### src/rtl/mul_seq.sv
// mul_seq: sequencer for the MIX MUL instruction.
// Extracts field V of the memory word, drives the external 30x30 `mul` unit
// with |rA| and |V|, waits out the multiplier latency and writes the signed
// 60-bit product back as rA (high word) and rX (low word).
// Optional feature: define MUL_ZERO_BYPASS_EN to skip the multiplier when
// either operand is zero (the written result is identical either way).
module mul_seq #(
  parameter int START_CYCLES = 3,
  parameter int MUL_LAT      = 12
) (
  input  logic        clk,
  input  logic        reset,
  input  logic        go,
  input  logic [5:0]  f,
  input  logic [30:0] ra_in,
  input  logic [30:0] mem_in,
  output logic        mul_start,
  output logic [29:0] mul_a,
  output logic [29:0] mul_b,
  input  logic [59:0] mul_out,
  output logic [30:0] ra_out,
  output logic [30:0] rx_out,
  output logic        we,
  output logic        busy,
  output logic        done,
  output logic        err
);

  localparam int CW = $clog2(MUL_LAT + 1);

  typedef enum logic [1:0] {
    IDLE = 2'd0,
    RUN  = 2'd1,
    WB   = 2'd2
  } state_t;

  state_t        state;
  logic [CW-1:0] c;
  logic [CW-1:0] c_next;
  logic          ps;
  logic [2:0]    fl;
  logic [2:0]    fr;
  logic          f_valid;
  logic [29:0]   v_mag;
  logic          v_sign;
  logic          go_ps;
`ifdef MUL_ZERO_BYPASS_EN
  logic          zbyp;
`endif

  // Magnitude of field (l:r): bytes max(l,1)..r right-justified, upper bits zero.
  function automatic logic [29:0] field_mag(input logic [29:0] m,
                                            input logic [2:0]  l,
                                            input logic [2:0]  r);
    logic [2:0]  lo;
    logic [29:0] sh;
    logic [29:0] mask;
    lo = (l == 3'd0) ? 3'd1 : l;
    if (r == 3'd0) return 30'd0;
    sh   = m >> (6 * (5 - int'(r)));
    // a full 5-byte field shifts the 1 out, leaving an all-ones mask after -1
    mask = (30'd1 << (6 * (int'(r) - int'(lo) + 1))) - 30'd1;
    return sh & mask;
  endfunction

  assign fl      = f[5:3];
  assign fr      = f[2:0];
  assign f_valid = (fr <= 3'd5) && (fl <= fr);
  assign v_mag   = field_mag(mem_in[29:0], fl, fr);
  // Only a field that includes byte 0 carries the memory sign
  assign v_sign  = (fl == 3'd0) ? mem_in[30] : 1'b0;
  assign go_ps   = ra_in[30] ^ v_sign;
  assign c_next  = c + CW'(1);

  // Control FSM with registered outputs: accept, run the multiplier, write back
  always_ff @(posedge clk) begin
    if (reset) begin
      state     <= IDLE;
      c         <= '0;
      ps        <= 1'b0;
      mul_start <= 1'b0;
      mul_a     <= '0;
      mul_b     <= '0;
      ra_out    <= '0;
      rx_out    <= '0;
      we        <= 1'b0;
      busy      <= 1'b0;
      done      <= 1'b0;
      err       <= 1'b0;
`ifdef MUL_ZERO_BYPASS_EN
      zbyp      <= 1'b0;
`endif
    end else begin
      we   <= 1'b0;
      done <= 1'b0;
      err  <= 1'b0;
      case (state)
        IDLE: begin
          if (go) begin
            if (!f_valid) begin
              err <= 1'b1;
            end else begin
              mul_a <= ra_in[29:0];
              mul_b <= v_mag;
              ps    <= go_ps;
              c     <= '0;
              busy  <= 1'b1;
`ifdef MUL_ZERO_BYPASS_EN
              if ((ra_in[29:0] == 30'd0) || (v_mag == 30'd0)) begin
                zbyp  <= 1'b1;
                state <= WB;
              end else begin
                zbyp      <= 1'b0;
                mul_start <= 1'b1;
                state     <= RUN;
              end
`else
              mul_start <= 1'b1;
              state     <= RUN;
`endif
            end
          end
        end
        RUN: begin
          c         <= c_next;
          mul_start <= (int'(c_next) < START_CYCLES);
          if (c == CW'(MUL_LAT - 1)) state <= WB;
        end
        WB: begin
`ifdef MUL_ZERO_BYPASS_EN
          ra_out <= {ps, zbyp ? 30'd0 : mul_out[59:30]};
          rx_out <= {ps, zbyp ? 30'd0 : mul_out[29:0]};
`else
          ra_out <= {ps, mul_out[59:30]};
          rx_out <= {ps, mul_out[29:0]};
`endif
          we        <= 1'b1;
          done      <= 1'b1;
          busy      <= 1'b0;
          mul_start <= 1'b0;
          state     <= IDLE;
        end
        default: begin
          state     <= IDLE;
          mul_start <= 1'b0;
          busy      <= 1'b0;
        end
      endcase
    end
  end

endmodule

### config.mk
export PLATFORM = sky130hd
export DESIGN_NAME = mul_seq
export DESIGN_NICKNAME = d
export VERILOG_FILES = /design/src/rtl/mul_seq.sv
export SDC_FILE = /design/constraint.sdc
export NUM_CORES = 1
export LEC_CHECK = 0
export ABC_AREA = 1
export CORE_ASPECT_RATIO = 1.5
export CORE_MARGIN = 10
export CORE_UTILIZATION = 48
export DETAILED_ROUTE_END_ITERATION = 7
export GPL_TIMING_DRIVEN = 0
export PLACE_DENSITY = 0.86
export REMOVE_ABC_BUFFERS = 1
export SLEW_MARGIN = 20
export SYNTH_ARGS = -nofsm -noshare
export SYNTH_HDL_FRONTEND = slang
export SYNTH_SLANG_ARGS = --single-unit
### constraint.sdc
create_clock -name clk -period 12.4 [get_ports clk]
set_clock_uncertainty 0.05 [all_clocks]
set_input_delay 2.48 -clock clk [delete_from_list [all_inputs] [get_ports clk]]
set_output_delay 2.48 -clock clk [all_outputs]
set_load 0.05 [all_outputs]
## Word level (Yosys, flattened, before mapping)

Cells that the tools add are included.

- Register bits after elaboration: 133
- Bits of input ports: 131
- Output and inout port bits: 127
- Logic and storage cells: 63

- Add/sub/neg operators: 5
- Multipliers: 2
- $lt $le $gt $ge: 3
- Equal/unequal tests: 6
- Shift operators: 2
- Mux-type cells: 18
- Bitwise gates (word level): 5
- Reductions and logical operators: 11

Operator list:

| cell | number |
|---|---|
| 30-bit two-way mux | 2 |
| 1-bit by 32-bit << shifter with 30-bit output (first input constant) | 1 |
| 30-bit by 32-bit >> shifter with 30-bit output | 1 |
| 30-bit AND | 1 |
| 30-bit by 1-bit subtractor with 30-bit output (second input constant) | 1 |
| 3-bit AND reduction | 4 |
| 3-bit by 5-bit multiplier with 8-bit output (first input constant) | 1 |
| 4-bit two-way mux | 2 |
| 4-bit one-hot mux with 2 select lines | 1 |
| 3-bit by 4-bit multiplier with 7-bit output (first input constant) | 1 |
| 3-bit logical NOT | 2 |
| 1-bit two-way mux | 6 |
| 2-bit two-way mux | 3 |
| 2-bit != test (second input constant) | 3 |
| 4-bit by 2-bit adder with 5-bit output (second input constant) | 1 |
| 4-bit by 1-bit adder with 4-bit output (second input constant) | 1 |
| 4-bit == test (second input constant) | 1 |
| 4-bit by 2-bit less-than comparator with 1-bit output (second input constant) | 1 |
| 1-bit one-hot mux with 2 select lines | 2 |
| 2-bit one-hot mux with 2 select lines | 1 |
| 3-bit by 3-bit subtractor with 4-bit output | 1 |
| 3-bit by 3-bit subtractor with 4-bit output (first input constant) | 1 |
| 3-bit less-or-equal comparator | 1 |
| 3-bit less-or-equal comparator (second input constant) | 1 |
| other kinds (10) | 12 |

## Longest topological paths before layout

Gate-level depths: netlist (run 1).

- Depth after elaboration: 9
- Mapped depth: 30
- Depth with buffers taken out: 29

## Worst setup path after synthesis (run 1)

Ideal clock, no wire load.

- Path type: input port to flip-flop
- Start point: input f[0]
- End point: register mul_b[20]
- Setup time: 132 ps
- Data arrival time: 6,537 ps
- Required time: 12,218 ps
- Path slack: 5,681 ps
- Stages: 27
- Path buffers: 2
- Cell sequence: buf_2 > inv_1 > buf_1 > ha_1 > inv_1 > fa_1 > ha_1 > inv_1 > ha_1 > nand2_1 > fa_1 > inv_1 > nand2_1 > nand2_1 > nand2_1 > nor2_1 > nor2_4 > nor3_2 > nand3_2 > ha_1 > a21boi_1 > nand2_2 > nor2_4 > nand2_1 > nand2_1 > nand3_1 > a21oi_1

- Cells in the longest elaborated chain, start to end: 7
- Elaborated cells on any way between the ends: 16
- Classes of those cells: add/sub (4); mul (2); order compare (2); shift (2); mux (2); bitwise (1); reduce/logical (3)

RTL lines:

| what | line | RTL |
|---|---|---|
| start, declared | 14 | `input logic [5:0] f,` |
| 3-bit by 3-bit subtractor with 4-bit output | 62 | `mask = (30'd1 << (6 * (int'(r) - int'(lo) + 1))) - 30'd1;` |
| 4-bit by 2-bit adder with 5-bit output | 62 |  |
| 3-bit by 5-bit multiplier with 8-bit output | 62 |  |
| 1-bit by 32-bit << shifter with 30-bit output | 62 |  |
| 30-bit by 1-bit subtractor with 30-bit output | 62 |  |
| 30-bit AND | 63 | `return sh & mask;` |
| 30-bit two-way mux | 60 | `sh = m >> (6 * (5 - int'(r)));` |
| end signal, assigned | 104 | `mul_b <= v_mag;` |
| end, declared | 19 | `output logic [29:0] mul_b,` |

Several ways; a longest one is shown, not always the timed one.
A chain may end at the register's enable or synchronous reset.

## Worst setup path in the final report (run 1)

- Start point: input f[0]
- End point: register mul_b[27]

Same word-level chain as after synthesis.

==> impl_metrics.yaml, run 1 <==
global_route:
  grt_pass1_vias: 7335
  grt_max_degree: 66
  grt_usage: 0.247
  overflow: 0
  antenna_found_initial: 0
  grt_pass1_wl_um: 39400
routing:
  wl_um: 24900
  first_iter_violations: 517
  routed.top_layer: "met4"
  vias: 7450
  vias_per_cell: 5.26
  antenna_left: 0
  wire_per_inst_um: 17.6
  firstDrtPassIters: 5
  drcViolationCount: 0
  met3WireLength_um: 1830
  route.met2.wl_um: 12400
  met1_length_um: 9680
placement:
  place.gp.congestion: 0.945
  dpl_worst_slack_ps: 3800
  portBuffers: 257
  dpl.hpwl_um: 19100
  dpl.cell_count: 1385
yosys:
  async_reset_ff_frac: 0
  synth.area.top_cells: "dfxtp_1 39%, nand2_1 11%, nor2_1 9.0%"
  seq_area_frac_synth: 0.385
  yosysUniqueCellTypes: 42
  yosysTopAreaCell: "dfxtp_1"
  mappedNetlistArea_mm2: 0.00686
  synth_top_area_share: 0.385
  syn_avg_cell_area_um2: 6.91
  synthCells: 993
  synth-edff-count: 0
  synth_seq_cells: 132
  yosys_warnings: 0
  yosys_most_used_dff: "dfxtp_1"
clock_tree:
  cts_max_level: 4
  cts_tree: "yes"
  ctsHoldBuffers: 0
  cts_buffers: 17
  cts_sinks: 132
  postCtsSetupBuffers: 0
  clockRootBuffer: "clkbuf_16"
  path_clk_slew_ps: 70
  post_cts_resize_count: 0
  cts_max_path_buffers: 2
  clock_latency_ps: 410
finish:
  ff_latch_area_mm2: 0.00264
  post-route-util: 0.724
  num_antenna_cells: 0
  num-nets-final: 1366
  n_fill_cell: 1163
  final_cell_count_no_fill: 1417
  drive_above_1_share: 0.0710
  area_growth_pct: 47.7
  multi_input_area_mm2: 0.00377
power_and_ir_drop:
  p_total_mw: 1.38
  power_leakage_nw: 4.17
  ir_drop_uv: 86.9
  p_sw_mw: 0.492
  power.internal_mw: 0.889
  power_frac_comb: 0.297
  swShare: 0.356
  clock_power_share: 0.380
  p_per_area_mw_per_mm2: 136
  pwr-share-seq: 0.323
sta:
  setup_ws_ps: 4260
  rsz0062_at_grt: "no"
  hold_viol: 0
  setup_tns_ps: 0
  finalSetupViolations: 0
  fin_crit_ps: 8140
  worst_slew_pin_slew_ps: 959
  slew_headroom: 0.360
  drv_slew: 0
  final.period_utilization: 0.656
  clock.fmax_mhz: 123
floorplan:
  rows: 53
  die_w_um: 118
  io_pins: 258
  die_h_um: 166
  die_area_mm2: 0.0196
  core_mm2: 0.0140
  start_util: 0.490
job:
  maxCapViolCount: 0
outcome:
  status: "completed"
critical_path:
  cp.required_ps: 12610
  end_kind: "flip-flop"
  arrival_ps: 8350
  worstSetupStartpointType: "primary input"
  path_class: "primary input to flip-flop"
  crit_fanout: 35
worst_hold_path:
  hp-class: "flip-flop to flip-flop"
synth_stat cells, drive strengths merged (2+ instances only):
library cell,number
inv,59
o21ai,119
o2111ai,4
clkbuf,44
nand2,218
fa,2
a21boi,2
a22o,2
nor3,3
nor2,177
buf,16
a31oi,3
mux2i,4
ha,21
nand3,71
a21oi,79
xnor2,4
xor2,5
nand4,12
dfxtp,132
o211ai,11
layer usage:
layer  vias to the layer above  track usage
li1                       3704            -
met1                      3398        0.261
met2                       291        0.433
met3                        57       0.0813
met4                         0        0.118
met5                         -            0
final timing paths:
| path | slack, ps | cells past startpoint | start | to |
|---|---|---|---|---|
| setup / recovery | 4260 | 26 | f[0] | mul_b[27]$_SDFFE_PP0P_ |
| hold / removal | 410 | 2 | mul_b[0]$_SDFFE_PP0P_ | mul_b[0]$_SDFFE_PP0P_ |
| setup reg to reg | 9310 | 9 | state[1]$_SDFFE_PP0P_ | mul_b[28]$_SDFFE_PP0P_ |
| hold reg to reg | 410 | 2 | mul_b[0]$_SDFFE_PP0P_ | mul_b[0]$_SDFFE_PP0P_ |
cells by family (layout without fill, tap and decap cells):
group,after synthesis,count (layout),synth area share
XOR/XNOR,9,9,0.0115
buffers and inverters,120,352,0.0684
AO/OA/AOI/OAI,222,222,0.172
multiplexers,4,4,0.00584
flip-flops,132,132,0.385
AND/OR/NAND/NOR,483,483,0.312
adder cells (fa/ha/maj),23,23,0.0442
power groups by stage:
stage	sequential (mW)	clock [mW]	combinational, mW
global placement	0.454	0	0.398
CTS	0.446	0.531	0.408
detailed placement	0.455	0	0.405
global route	0.448	0.551	0.450
finish	0.446	0.525	0.409
floorplan	0.500	0	0.223
worst max-delay path: stages:
cell and delay, ps:
clkdlybuf4s50_1 1020, inv_1 660, ha_1 430, inv_1 70, fa_1 450, ha_1 400, inv_1 190, ha_1 320
nand2_1 100, fa_1 420, inv_1 70, nand2_1 50, nand2_1 60, nand2_1 40, nor2_1 180, nor2_4 60
nor3_2 210, nand3_2 210, ha_1 300, a21boi_1 150, nand2_2 110, nor2_4 60, nand2_1 100, nor2_2 60
nand3_1 70, a21oi_1 60
metrics by stage:
step | area, µm² | hold WS (ps)
after CTS | 10100 | 415
after floorplan | 6610 | 382
after detailed placement | 9510 | 406
after global placement | 9430 | 392
after global routing | 10100 | 431
final | 10100 | 414
registers in the layout, indices dropped and copies added (netlist names):
| register | flops |
|---|---|
| err | 1 |
| rx_out | 30 |
| ps | 1 |
| busy | 1 |
| c | 4 |
| done | 1 |
| state | 2 |
| ra_out | 31 |
| mul_a | 30 |
| mul_b | 30 |
| mul_start | 1 |
layout make-up:
type                    instances  area share
multi-input cells             741       0.372
flip-flops and latches        132       0.261
repair buffers                260       0.260
clock buffers                  17      0.0420
well taps                     192      0.0237
inverters                      60      0.0224
clock inverters                15      0.0187
cell usage in the layout (no fill, tap or decap), types with 2 or more instances in the layout:
master	netlist	routed
clkdlybuf4s50_1	0	256
nand2_1	203	203
nor2_1	164	163
dfxtp_1	132	132
o21ai_0	118	118
a21oi_1	77	77
nand3_1	65	65
inv_1	53	52
ha_1	21	21
clkbuf_16	0	17
nand2_2	13	13
o211ai_1	11	11
nand4_1	9	9
inv_2	6	7
nor2_4	6	7
nor2_2	6	6
inv_6	0	5
xnor2_1	4	4
xor2_1	5	4
nand3_2	5	4
mux2i_1	4	4
o2111ai_1	4	4
inv_8	0	4
a31oi_1	3	3
nand2_4	2	2
a21oi_2	2	2
nand3_4	1	2
a22o_1	2	2
nor3_1	2	2
nand4_2	2	2
fa_1	2	2
bufinv_16	0	2
clkinvlp_4	0	2
buf_12	0	2
Power figures use the tool's default switching activity.
==> inputs of run 2 (changes only) <==
--- a/config.mk
+++ b/config.mk
@@ -8,10 +8,10 @@
 export ABC_AREA = 1
 export CORE_ASPECT_RATIO = 1.5
 export CORE_MARGIN = 10
-export CORE_UTILIZATION = 48
+export CORE_UTILIZATION = 41
 export DETAILED_ROUTE_END_ITERATION = 7
 export GPL_TIMING_DRIVEN = 0
-export PLACE_DENSITY = 0.86
+export PLACE_DENSITY = 0.78
 export REMOVE_ABC_BUFFERS = 1
 export SLEW_MARGIN = 20
 export SYNTH_ARGS = -nofsm -noshare
==> constraint.sdc (replaced) <==
create_clock -name clk -period 6.97 [get_ports clk]
set_clock_uncertainty 0.05 [all_clocks]
set_input_delay 1.394 -clock clk [delete_from_list [all_inputs] [get_ports clk]]
set_output_delay 1.394 -clock clk [all_outputs]
set_load 0.05 [all_outputs]
==> impl_metrics.yaml, run 2 (synthesized netlist as in run 1, its figures left out) <==
clock_tree:
  cts_max_path_buffers: 2
  clock_latency_ps: 410
  cts_buffers: 17
  ctsHoldBuffers: 0
  path_clk_slew_ps: 60
  cts_sinks: 132
  cts_max_level: 4
  clockRootBuffer: "clkbuf_16"
  cts_tree: "yes"
  postCtsSetupBuffers: 0
critical_path:
  path_class: "primary input to flip-flop"
  cp.required_ps: 7180
  crit_fanout: 29
  r2r_slack_ps: 3760
  regToRegEndpoint: "mul_b[28]$_SDFFE_PP0P_"
  critPathMaxStageDelay_ps: 470
  critPathSlowestCell: "clkinvlp_4"
  arrival_ps: 6420
  crit_family: "adder cells"
  end_kind: "flip-flop"
  critical_path_buf_inv_count: 5
  r2r-start: "state[0]$_SDFFE_PP0P_"
  worstSetupStartpointType: "primary input"
  path_common_cell: "nand2_1"
  rr_worst_depth: 9
finish:
  num_antenna_cells: 0
  multi_input_area_mm2: 0.00377
  num-nets-final: 1367
  final_cell_count_no_fill: 1432
  drive_above_1_share: 0.0734
  ff_latch_area_mm2: 0.00264
  area_growth_pct: 47.9
  final_common_cell: "clkdlybuf4s50_1"
  largest_reg_flops: 31
  n_fill_cell: 1488
  largest_register: "ra_out"
  final_cell_mix: "255 x clkdlybuf4s50_1, 203 x nand2_1, 163 x nor2_1, 132 x dfxtp_1, 118 x o21ai_0"
routing:
  first_iter_violations: 504
  firstDrtPassIters: 5
  vias_per_cell: 5.11
  antenna_left: 0
  wire_per_inst_um: 17.3
  vias: 7320
  wl_um: 24800
  drcViolationCount: 0
sta:
  drv_slew: 0
  final.period_utilization: 0.890
  setup_ws_ps: 764
  rsz0062_at_grt: "no"
  slew_headroom: 0.361
  hold_viol: 0
  finalSetupViolations: 0
  clock.fmax_mhz: 161
  fin_crit_ps: 6210
  worst_slew_pin_slew_ps: 958
global_route:
  grt_usage: 0.212
  antenna_found_initial: 0
  overflow: 0
  grt_pass1_vias: 7118
  grt_max_degree: 66
  grt_pass1_wl_um: 38100
floorplan:
  core_mm2: 0.0163
  start_util: 0.420
  die_area_mm2: 0.0224
  rows: 57
  die_h_um: 178
  die_w_um: 126
  io_pins: 258
power_and_ir_drop:
  power_frac_comb: 0.299
  pwr-share-seq: 0.325
  clock_power_share: 0.376
  power.internal_mw: 1.58
  p_per_area_mw_per_mm2: 241
  swShare: 0.353
  p_sw_mw: 0.862
  ir_drop_uv: 161
  power_leakage_nw: 4.17
placement:
  dpl.cell_count: 1399
  place.gp.congestion: 0.932
  dpl.hpwl_um: 19000
  portBuffers: 257
  dpl_worst_slack_ps: -533
worst_hold_path:
  holdPathStages: 2
  min-delay-start: "ps$_SDFFE_PP0P_"
  min_to: "ps$_SDFFE_PP0P_"
  hp-class: "flip-flop to flip-flop"
outcome:
  status: "completed"
job:
  maxCapViolCount: 0
## run 2: area by class of cell
| type | instances | area share |
|---|---|---|
| sequential | 132 | 0.261 |
| multi-input combinational | 741 | 0.372 |
| clock buffer | 18 | 0.0433 |
| tap | 206 | 0.0254 |
| clock inverter | 14 | 0.0164 |
| timing repair buffer | 260 | 0.260 |
| inverter | 60 | 0.0227 |
| timing repair inverter | 1 | 0.000493 |
## run 2: per-layer routing
layer / up-vias / part of all wire / global-route usage
met5: - / 0 / 0
met1: 3316 / 0.40 / 0.227
met3: 34 / 0.076 / 0.0719
met4: 0 / 0.028 / 0.0804
met2: 259 / 0.50 / 0.376
li1: 3711 / - / -
## run 2: power groups by stage
stage	clock network [mW]	registers, mW	logic, mW
final	0.919	0.794	0.732
after detailed placement	0	0.810	0.726
after global routing	0.969	0.796	0.800
after global placement	0	0.809	0.716
after CTS	0.935	0.793	0.730
after floorplan	0	0.889	0.396
## run 2: repair_timing
item,4_1_cts,5_1_grt
resized for setup,2,2
gates cloned,1,0
pin swaps,0,0
endpoints found under the setup margin,5,8
## run 2: tightest hold or removal path, cell delays in order (launching register included)
cell and delay [ps]:
dfxtp_1 300, inv_1 60, a21oi_1 60
## run 2: stage by stage
stage                     hold slack, ps   util  TNS, ps  area [µm²]  total power, mW
final                                411  0.621        0       10100             2.44
after detailed placement             401  0.584    -6990        9530             1.54
after floorplan                      382      -        0        6610             1.29
after CTS                            414  0.621        0       10100             2.46
after global placement               392  0.578    -7140        9440             1.53
after global routing                 426  0.621        0       10100             2.57
## run 2: worst max-delay path by stage
stage / from / endpoint / slack, ps / depth (start not counted)
2_1_floorplan: f[0] / mul_b[20]$_SDFFE_PP0P_ / 1400 / 25
3_3_place_gp: f[0] / mul_b[27]$_SDFFE_PP0P_ / -550 / 26
3_5_place_dp: f[0] / mul_b[27]$_SDFFE_PP0P_ / -530 / 26
4_1_cts: f[0] / mul_b[27]$_SDFFE_PP0P_ / 220 / 26
5_1_grt: f[0] / mul_b[20]$_SDFFE_PP0P_ / 410 / 26
6_report: f[0] / mul_b[20]$_SDFFE_PP0P_ / 760 / 26
==> inputs of run 3 (changes only) <==
--- a/config.mk
+++ b/config.mk
@@ -13,6 +13,7 @@
 export GPL_TIMING_DRIVEN = 0
 export PLACE_DENSITY = 0.78
 export REMOVE_ABC_BUFFERS = 1
+export SKIP_LAST_GASP = 1
 export SLEW_MARGIN = 20
 export SYNTH_ARGS = -nofsm -noshare
 export SYNTH_HDL_FRONTEND = slang
==> results of run 3 <==
No change in the layout: final DEF, timing and power equal those of run 2.
==> variant 1: new RTL, flow settings as in run 2 <==
Encoding of `state_t`: now one-hot (3 bits for 3 states).
--- a/src/rtl/mul_seq.sv
+++ b/src/rtl/mul_seq.sv
@@ -28,10 +28,10 @@
 
   localparam int CW = $clog2(MUL_LAT + 1);
 
-  typedef enum logic [1:0] {
-    IDLE = 2'd0,
-    RUN  = 2'd1,
-    WB   = 2'd2
+  typedef enum logic [2:0] {
+    IDLE = 3'b001,
+    RUN  = 3'b010,
+    WB   = 3'b100
   } state_t;
 
   state_t        state;
Formal check against the unedited RTL: no difference found for any inputs over 4 cycles, from zero or initial values and one cycle with reset high; so few cycles prove little.
==> variant 1 against run 2 <==
  * Cell area rose by 1.3%
  * Total power rose by 3.9%
  * Worst hold slack improved by 3.0 ps
  * Sequential cell count rose by 1
  * Worst setup slack got worse by 34 ps
  * Global-route usage fell by 0.93 points
  * Non-clock buffer count rose by 4
  * Sequential power rose by 3.5%
  * Area after synthesis rose by 1.8%
  * Via count rose by 1.7%
  * Routed wire length fell by 3.5%
  * Largest cell class unchanged
  * Highest routed layer unchanged
==> variant 1: results (changes against run 2) <==
outcome:
  outcome: "finished clean"
final_layout:
  inverters: 69  # +13%
  buffers: 264  # +1.5%
  n_fill_cell: 1545  # +3.8%
  seq_area_um2: 2663  # +0.76%
  final-clk-cell-share_pct: 5.603  # -0.37 points
  multi_input_area_share_pct: 37.39  # +0.24 points
  regMostFlops: "ra_out"
  multi_input_comb_cells: 756  # +2.0%
  buffer_area_share_pct: 25.92  # -0.037 points
  clockBufferCount: 18  # unchanged
  drive_gt1_share_pct: 8.293  # +0.95 points
  seq-cell-share_pct: 25.92  # -0.14 points
  finalNetCount: 1395  # +2.0%
  syn_to_final_growth_pct: 47.21
  num_antenna_cells: 1  # +1
clock_tree:
  cts.sinks: 133  # +0.76%
  clkLatencyLatePin_ps: 420
  clock_tree.buffer_depth: 2  # unchanged
  numCtsBuffers: 17  # unchanged
  htree_levels: 4  # unchanged
pwr:
  total_leakage_power_nw: 4.269  # +2.4%
  vdd_drop_max_mv: 0.1478  # -8.4%
route:
  dr.first_iter.drc_count: 520  # +3.2%
  wl_met1_um: 10020  # +1.4%
  wl_met2_um: 11510  # -7.0%
  highest_layer: "met4"
  vias: 7443  # +1.7%
  first_pass_iters: 6  # +1
  wire_per_inst_um: 16.37  # -5.6%
  wl_met3_um: 1759  # -6.2%
synth:
  synth_compound_area_share_pct: 16.53  # -0.71 points
  synth_xor_area_share_pct: 1.004  # -0.15 points
  synthAdderAreaFrac_pct: 4.339  # -0.076 points
  yosys.cell_types.count: 46  # +9.5%
  ys_seq_area_share_pct: 38.16  # -0.38 points
  yosys-top-cells-area: "dfxtp_1, nand2_1, nor2_1"
  synthMuxAreaShare_pct: 0.8607  # +0.28 points
  ys_async_sr_fraction_pct: 0  # unchanged
  synth_common_cells: "nand2_1, nor2_1, dfxtp_1, o21ai_0, a21oi_1"
global_routing:
  grt.total_usage_pct: 20.24  # -0.93 points
  antenna_found_initial: 1  # +1
  grt_max_degree: 65  # -1.5%
  grt_pass1_wl_um: 37880  # -0.67%
  first_global_vias: 7149  # +0.44%
worst_setup_path:
  worstPathMaxFanout: 31  # +6.9%
  startpoint: "f[0]"
  worst_r2r_endpoint: "mul_b[29]"
  cp_data_required_time_ps: 7280  # +100 ps
  timing.rr.start: "state[0]"
  r2r_slack_ps: 3800  # +40 ps
  cp-endpoint: "mul_b[12]"
  r2r_cells: 12  # +3
place:
  gp_congestion: 0.9384  # +0.70%
  dpl.hpwl_um: 18460  # -3.0%
  dpl_cell_area_um2: 9691  # +1.7%
timing:
  max_slew_margin_pct: 43.12  # +7.0 points
worst_hold_path:
  hp-class: "register to register"
==> variant 1: worst max-delay path, cell delays in order <==
cell and delay (ps):
clkbuf_2 460, clkinvlp_4 500, ha_1 350, inv_1 90
fa_1 460, ha_1 400, inv_1 190, ha_1 320
nand2_1 90, fa_1 410, inv_1 70, nand2_1 80
a21oi_1 130, nand2_1 80, nand2_2 70, nand3_2 100
nor2_2 160, nand3_2 190, ha_1 280, a21boi_1 140
nand2_1 130, nor2_4 80, nand2_1 60, nand3_1 140
a21oi_1 160
==> variant 1: how the worst min path moves through the flow <==
| stage | from | end | slack [ps] | depth (start not counted) |
|---|---|---|---|---|
| 2_1_floorplan | ps | ps | 380 | 2 |
| 3_3_place_gp | ps | ps | 400 | 2 |
| 3_5_place_dp | mul_a[22] | mul_a[22] | 400 | 2 |
| 4_1_cts | mul_a[22] | mul_a[22] | 410 | 2 |
| 5_1_grt | mul_b[27] | mul_b[27] | 430 | 2 |
| 6_report | mul_a[22] | mul_a[22] | 410 | 2 |
==> variant 1: metrics by stage <==
stage,setup WS [ps],power (W),instances,utilization (%)
after detailed placement,-511.6,0.001679,1431,57.81
after floorplan,1454,0.001396,957,-
after CTS,228.6,0.002554,1464,61.29
after global routing,303.1,0.002673,1465,61.28
final,730.7,0.002539,1465,61.28
after global placement,-2019,0.001662,1424,57.13
==> variant 1: layer usage <==
layer / up-vias / track usage (%)
met5: - / 0
met4: 0 / 8.314
met3: 41 / 5.389
met2: 289 / 34.38
met1: 3325 / 23.30
li1: 3788 / -
==> variant 1: what timing repair did <==
action	CTS	global route
endpoints found under the setup margin	4	14
gates cloned	1	0
resized for setup	2	2
setup buffers	0	0
==> variant 1: where the power goes <==
group	internal [W]	switching (W)	leakage, nW
combinational	0.000291	0.000555	2.92
clock	0.000482	0.000390	0.275
sequential	0.000801	0.0000210	1.08
==> variant 2: new RTL, flow settings as in run 2 <==
Without the edit above. Add a define of `MUL_ZERO_BYPASS_EN`.
--- a/src/rtl/mul_seq.sv
+++ b/src/rtl/mul_seq.sv
@@ -4,6 +4,8 @@
 // 60-bit product back as rA (high word) and rX (low word).
 // Optional feature: define MUL_ZERO_BYPASS_EN to skip the multiplier when
 // either operand is zero (the written result is identical either way).
+`define MUL_ZERO_BYPASS_EN
+
 module mul_seq #(
   parameter int START_CYCLES = 3,
   parameter int MUL_LAT      = 12
Behaviour: not the same (Yosys sat finds a counterexample within 4 cycles, from zero or initial values and one cycle with reset high).
==> variant 2 against run 2 <==
  * Highest routed layer unchanged
  * Total power up 14%
  * Area after synthesis up 8.4%
  * Sequential share of layout area down 1.2 points
  * Core utilization down 2.1 points
  * Global-route usage up 1.1 points
  * Count of clock-buffer cells in the layout unchanged
  * Critical path type unchanged
  * Worst setup slack worse by 270 ps
  * Die area up 7.3%
  * Sequential cell count up 1
  * Routed wire length up 11%
  * Cell area up 5.7%
  * Sequential power up 6.2%
==> variant 2: results (changes against run 2) <==
synth:
  yosys_warnings: 0  # unchanged
  synthMuxAreaShare_pct: 0  # -0.58 points
  ys_seq_area_share_pct: 35.81  # -2.7 points
  synthAdderAreaFrac_pct: 3.904  # -0.51 points
  yosys-top-cells-area: "dfxtp_1, nand3_1, nand2_1"
  synth_common_cells: "nand3_1, nand2_1, dfxtp_1, nor2_1, a21oi_1"
  synth_compound_area_share_pct: 13.30  # -3.9 points
  syn_avg_cell_area_um2: 6.704  # -2.9%
  yosys.cell_types.count: 36  # -14%
global_routing:
  grt_pass1_wl_um: 42340  # +11%
  grt.total_usage_pct: 22.28  # +1.1 points
  first_global_vias: 8084  # +14%
place:
  dpl.hpwl_um: 21200  # +11%
  place_inst: 1518  # +8.5%
  gp_congestion: 0.9708  # +4.2%
worst_setup_path:
  worst_r2r_endpoint: "rx_out[7]"
  startpoint: "f[4]"
  cp_slowest_cell: "fa_1"
  cpPeakStageDelay_ps: 490  # +20 ps
  cp-endpoint: "mul_start"
  worstPathMaxFanout: 10  # -66%
  timing.rr.start: "state[1]"
  r2r_cells: 6  # -3
pwr:
  vdd_drop_max_mv: 0.1582  # -1.9%
  total_leakage_power_nw: 4.310  # +3.4%
worst_hold_path:
  hp-start: "ra_out[29]"
  min_to: "ra_out[29]"
outcome:
  outcome: "finished clean"
route:
  wirelength_um: 27590  # +11%
  avgViaCountPerCell: 5.396  # +5.6%
  dr.first_iter.drc_count: 705  # +40%
final_layout:
  drive_gt1_share_pct: 7.721  # +0.38 points
  stdcell_count: 1551  # +8.3%
## variant 2: power by group
group          total, W  leakage, nW  internal [W]  switching (W)
registers      0.000843         1.08      0.000815      0.0000279
clock network  0.000856        0.270      0.000503       0.000353
logic           0.00108         2.96      0.000361       0.000722
## variant 2: final cells by class
cell class	instances	area share, %
well taps	217	2.533
repair buffers	265	25.40
multi-input cells	833	39.37
inverters	71	2.556
repair inverters	1	0.04669
clock inverters	13	1.156
flip-flops and latches	133	24.84
clock buffers	18	4.097
## variant 2: worst register-to-register path, stage by stage, from the launching register on
cell      delay (ps)
dfxtp_1          420
inv_1            140
nor2_4           580
clkinv_2         590
buf_12           360
nand2_1           80
a21oi_1           50
## variant 2: layer usage
layer  global-route usage [%]  vias up  routed length, µm
li1                         -     4157                  -
met1                    23.48     3810              10460
met2                    39.21      342              13500
met3                    6.869       60               2556
met4                    10.60        0               1078
met5                        0        -                  0
## variant 2: cell families (layout without fill, tap and decap cells)
| group | after synthesis | after routing |
|---|---|---|
| buffers and inverters | 143 | 368 |
| DFF | 133 | 133 |
| adders and majority gates | 22 | 22 |
| AOI/OAI and AO/OA | 195 | 195 |
| xor gates and xnor gates | 8 | 8 |
| and+or+nand+nor | 608 | 608 |
## variant 2: through the flow
| step | cell area, µm² | TNS, ps |
|---|---|---|
| after detailed placement | 10140 | -25360 |
| after floorplan | 7132 | 0 |
| after global placement | 9976 | -112220 |
| final | 10720 | 0 |
| after global routing | 10720 | 0 |
| after CTS | 10720 | 0 |
## variant 2: what timing repair did
action                                  CTS  global route
pin swaps                                 0             0
gates cloned                              1             0
buffers inserted                          1             0
endpoints found under the setup margin   27             4
resized for setup                         4             4
